## src/rtl/enemy_stage_ctrl.sv

```systemverilog
// Enemy stage controller: alive mask, {phase,tick} motion state and stage FSM.
// Optional feature macro: ENEMY_SPEEDUP_EN (double-speed motion when <= 5 enemies remain).
module enemy_stage_ctrl #(
  parameter int NUM_ENEMY = 15,
  parameter int TICK_MAX  = 71,
  parameter int FRAME_DIV = 1
) (
  input  logic                 clk,
  input  logic                 rst_n,
  input  logic                 frame_tick,
  input  logic                 stage_start,
  input  logic                 pause,
  input  logic                 hit_valid,
  input  logic [3:0]           hit_index,
  output logic [NUM_ENEMY-1:0] enemy_state,
  output logic [8:0]           stage_state,
  output logic                 running,
  output logic                 stage_clear
);

  localparam int              DIV_W     = (FRAME_DIV > 1) ? $clog2(FRAME_DIV) : 1;
  localparam logic [DIV_W-1:0] DIV_LAST = DIV_W'(FRAME_DIV - 1);
  localparam logic [7:0]      TICK_WRAP = 8'(TICK_MAX + 1);
  localparam logic [4:0]      NUM_E     = 5'(NUM_ENEMY);

  typedef enum logic [1:0] {
    S_IDLE   = 2'd0,
    S_RUN    = 2'd1,
    S_PAUSED = 2'd2,
    S_CLEAR  = 2'd3
  } state_e;

  state_e                 state_q, state_d;
  logic [NUM_ENEMY-1:0]   enemy_q, enemy_d;
  logic [1:0]             phase_q, phase_d;
  logic [6:0]             tick_q, tick_d;
  logic [DIV_W-1:0]       div_q, div_d;
  logic                   running_q, running_d;
  logic                   clear_q, clear_d;

  logic                   hit_ok;
  logic [NUM_ENEMY-1:0]   hit_mask;
  logic [NUM_ENEMY-1:0]   enemy_hit;
  logic [7:0]             step_inc;
  logic [7:0]             tick_sum;
  logic                   do_step;

`ifdef ENEMY_SPEEDUP_EN
  localparam int CNT_W = $clog2(NUM_ENEMY + 1);

  function automatic logic [CNT_W-1:0] popcount(input logic [NUM_ENEMY-1:0] v);
    logic [CNT_W-1:0] c;
    c = '0;
    for (int i = 0; i < NUM_ENEMY; i++) c = c + CNT_W'(v[i]);
    return c;
  endfunction

  always_comb begin
    step_inc = 8'd1;
    if (state_q == S_RUN && popcount(enemy_q) <= CNT_W'(5)) step_inc = 8'd2;
  end
`else
  assign step_inc = 8'd1;
`endif

  // Hit decode: out-of-range indices never form a mask bit.
  always_comb begin
    hit_ok   = hit_valid && ({1'b0, hit_index} < NUM_E);
    hit_mask = '0;
    for (int i = 0; i < NUM_ENEMY; i++)
      if (hit_ok && hit_index == 4'(i)) hit_mask[i] = 1'b1;
    enemy_hit = enemy_q & ~hit_mask;
  end

  assign tick_sum = {1'b0, tick_q} + step_inc;

  always_comb begin
    state_d = state_q;
    enemy_d = enemy_q;
    phase_d = phase_q;
    tick_d  = tick_q;
    div_d   = div_q;
    do_step = 1'b0;

    if (stage_start) begin
      state_d = S_RUN;
      enemy_d = '1;
      phase_d = 2'd0;
      tick_d  = 7'd0;
      div_d   = '0;
    end else begin
      case (state_q)
        S_RUN: begin
          enemy_d = enemy_hit;
          if (pause) begin
            state_d = S_PAUSED;
          end else if (frame_tick) begin
            if (div_q == DIV_LAST) begin
              div_d   = '0;
              do_step = 1'b1;
            end else begin
              div_d = div_q + DIV_W'(1);
            end
          end
        end
        S_PAUSED: begin
          enemy_d = enemy_hit;
          if (!pause) state_d = S_RUN;
        end
        S_CLEAR: state_d = S_IDLE;
        default: ;
      endcase

      // The last kill overrides any pause transition in the same cycle.
      if ((state_q == S_RUN || state_q == S_PAUSED) &&
          (enemy_q & hit_mask) != '0 && enemy_hit == '0)
        state_d = S_CLEAR;

      if (do_step) begin
        if (tick_sum >= TICK_WRAP) begin
          tick_d  = 7'(tick_sum - TICK_WRAP);
          phase_d = phase_q + 2'd1;
        end else begin
          tick_d = tick_sum[6:0];
        end
      end
    end

    running_d = (state_d == S_RUN) || (state_d == S_PAUSED);
    clear_d   = (state_d == S_CLEAR);
  end

  always_ff @(posedge clk or negedge rst_n) begin
    if (!rst_n) begin
      state_q   <= S_IDLE;
      enemy_q   <= '0;
      phase_q   <= 2'd0;
      tick_q    <= 7'd0;
      div_q     <= '0;
      running_q <= 1'b0;
      clear_q   <= 1'b0;
    end else begin
      state_q   <= state_d;
      enemy_q   <= enemy_d;
      phase_q   <= phase_d;
      tick_q    <= tick_d;
      div_q     <= div_d;
      running_q <= running_d;
      clear_q   <= clear_d;
    end
  end

  assign enemy_state = enemy_q;
  assign stage_state = {phase_q, tick_q};
  assign running     = running_q;
  assign stage_clear = clear_q;

endmodule

```

## config.mk

```make
export PLATFORM = sky130hd
export DESIGN_NAME = enemy_stage_ctrl
export DESIGN_NICKNAME = d
export VERILOG_FILES = /design/src/rtl/enemy_stage_ctrl.sv
export SDC_FILE = /design/constraint.sdc
export NUM_CORES = 1
export LEC_CHECK = 0
export CORE_UTILIZATION = 50
export DETAILED_ROUTE_END_ITERATION = 12
export PLACE_DENSITY = 0.76
export SLEW_MARGIN = 20
export SYNTH_ARGS = -nofsm -noshare
export SYNTH_HDL_FRONTEND = slang
export SYNTH_SLANG_ARGS = --single-unit
```

## constraint.sdc

```tcl
create_clock -name clk -period 2.9 [get_ports clk]
set_input_delay 0.58 -clock clk [delete_from_list [all_inputs] [get_ports clk]]
set_output_delay 0.58 -clock clk [all_outputs]
set_load 0.005 [all_outputs]
```

==> results of run 1 <==
area by class of cell:
type / count / area (sq um)
multi-input cells: 173 / 1200
fillers: 324 / 1250
well taps: 48 / 60.1
inverters: 8 / 30.0
repair buffers: 55 / 500
clock buffers: 4 / 55.1
flip-flops and latches: 28 / 701
report_power, final:
part	switching, W	internal [W]	total (W)
Clock	0.000125	0.000122	0.000247
Combinational	0.000113	0.000111	0.000223
Sequential	0.0000173	0.000410	0.000427
sequential cells by signal, indices dropped and copies added, names as in the netlist:
| signal | cells |
|---|---|
| phase_q | 2 |
| state_q | 2 |
| running | 1 |
| stage_clear | 1 |
| enemy_state | 15 |
| tick_q | 7 |
logic make-up (layout without fill, tap and decap cells):
group                      count (synthesis)  in the layout  share of synthesized area (%)
DFF                                       28             28                           34.3
xor gates and xnor gates                   4              4                           1.71
and+or+nand+nor                           94             94                           27.1
muxes                                      8              8                           4.78
adders and majority gates                  7              7                           4.29
AOI/OAI and AO/OA                         60             60                           20.3
buffers and inverters                     26             67                           7.59
critical path, cell delays in order:
cell	delay [ns]
clkdlybuf4s50_1	0.62
mux4_2	0.53
a211o_1	0.30
nor3_1	0.32
o31ai_2	0.14
ha_1	0.31
repair_timing:
item,CTS,global route
endpoints found under the hold margin,0,0
endpoints found under the setup margin,0,1
gates resized for setup,0,2
worst max-delay path by stage:
stage                             from      end  cells after the start
after floorplan           hit_index[2]  running                      7
after global placement    hit_index[0]  running                      7
after detailed placement  hit_index[2]  running                      8
after CTS                 hit_index[2]  running                      8
after global routing      hit_index[2]  running                      8
final                     hit_index[2]  running                      6
cell usage in the layout (no fill, tap or decap), types with 2 or more instances in the layout:
cell type and count:
clkdlybuf4s50_1 35, dfrtp_1 28, o21ai_0 22, buf_4 20
nand2b_1 16, nand2_1 13, nor2_1 13, nand3_1 11
inv_1 8, nand3b_1 7, a21oi_1 7, ha_1 7
nor3_1 5, mux2_2 4, a21o_1 4, clkbuf_8 4
and3_1 3, xnor2_1 3, and3b_1 3, mux2i_1 3
nor3b_1 3, a211oi_1 3, o31a_1 2, o21ai_1 2
or4_1 2, nor2b_1 2, nand4_1 2, a22oi_1 2
or3_1 2, nor4_1 2
per-layer routing:
layer	vias to the layer above	global-route usage, %	part of all wire [%]
met5	-	0	0
li1	906	-	-
met2	50	34.2	43
met1	902	39.7	52
met3	4	3.10	4.6
met4	0	4.35	0.59
per-stage QoR:
step | utilization, % | TNS [ns] | hold WS (ns) | setup WS, ns | total power, W
detailed placement | 65.3 | -0.133 | 0.535 | -0.133 | 0.000656
finish | 67.0 | 0 | 0.557 | 0.257 | 0.000897
global route | 67.0 | 0 | 0.575 | 0.101 | 0.000944
CTS | 66.7 | 0 | 0.559 | 0.164 | 0.000902
floorplan | - | 0 | 0.284 | 0.555 | 0.000555
global placement | 65.3 | 0 | 0.532 | 0.00859 | 0.000652
==> qor.yml, run 1 <==
status:
  status: "completed"
setup_path:
  regToRegEndpoint: "tick_q[5]"
  crit_required_ns: 3.07
  cp-start-kind: "input port"
  endpoint_kind: "flip-flop"
  critPathKind: "in -> reg"
  rr_startpoint: "tick_q[0]"
  r2r_slack_ns: 0.40
  crit_arrival_ns: 2.81
  crit_fanout: 7
  r2r.worst_path.cells: 8
drt:
  drc: 0
  vias_per_cell: 5.89
  drt_iter0_markers: 138
  antenna_left: 0
  num_vias: 1862
  wire_per_inst_microns: 15.6
  finalWirelength_microns: 4930
  dr.pass1.iters: 5
hold_path:
  whs_endpoint: "enemy_state[3]"
  min_from: "enemy_state[3]"
  hold_depth: 1
  hold_path_class: "reg -> reg"
timing:
  hold_viol: 0
  setup_viol: 0
  max-slew-margin-rel_pct: 72.5
  tightest_slew_ns: 0.412
  skew_ns: 0.00595
  fin_crit_sh_pct: 91.1
  layout_min_cycle_time_ns: 2.64
  slew_viol_final: 0
  rsz0062_at_grt: "false"
  fmax_mhz: 378
finish:
  design_area_sq_mm: 0.00254
  layout.cells.non_filler: 316
  drive_gt1_share_pct: 15.3
  layout.nets: 286
  area_delta_synth_final_pct: 24.6
  diodes: 0
place:
  place_area_sq_mm: 0.00248
  dp_hpwl_microns: 3650
  place_inst: 312
  globalplace.congestion: 0.960
  io_buffers: 35
floorplan:
  start_util_pct: 53.8
  die_area_sq_mm: 0.00435
  die_w_microns: 65.9
  num_io_pins: 36
  rows: 22
  die_h_microns: 65.9
  coreArea_sq_mm: 0.00380
synthesis:
  synth-seq-cells: 28
  yosysTopAreaCell: "dfrtp_1"
  ys_seq_area_share_pct: 34.3
  async_flop_share_pct: 100
  synthTopCellsByCount: "dfrtp_1, o21ai_0, nand2b_1, nand2_1, nor2_1"
  yosysTopAreaCellShare_pct: 34.3
  syn_area_sq_mm: 0.00204
  yosys_most_used_dff: "dfrtp_1"
  yosysWarnings: 0
  synthDistinctLibCells: 60
  synth_most_common_cell: "dfrtp_1"
  syn_inst: 227
  synthTopCellsByArea: "dfrtp_1, o21ai_0, nand2b_1, ha_1, nand3_1"
  synth_edf_count: 0
  synth_fp_nets: 244
  avgSynthCellArea_sq_um: 9.00
global_routing:
  grt_max_degree: 29
  antenna_found_initial: 0
  grt_usage_pct: 24.5
  grt_first_pass_wirelength_microns: 8210
  grt_pass1_vias: 1664
  overflow: 0
cts:
  cts_made_buffers: 3
  cts_max_level: 1
  cts.sink_count: 28
  clockBufferDepth: 2
  cts_setup_buffers: 0
  cts-root-buf: "clkbuf_8"
  cts_tree: "yes"
  cts_hold_buffers: 0
  path_clk_slew_ns: 0.09
  insertion_delay_ns: 0.28
job:
  drv_cap: 0
power:
  powerDensity_mw_per_mm2: 352
  ir_drop_mv: 0.224
  p_leak_nw: 0.933
No activity file was read; power rests on OpenSTA's default activity.
==> inputs of run 2 (changes only) <==
CTS_BUF_LIST = sky130_fd_sc_hd__clkbuf_8   (was unset)
==> results of run 2 <==
Same layout as run 1: the final DEF is identical, and so are final timing and power.
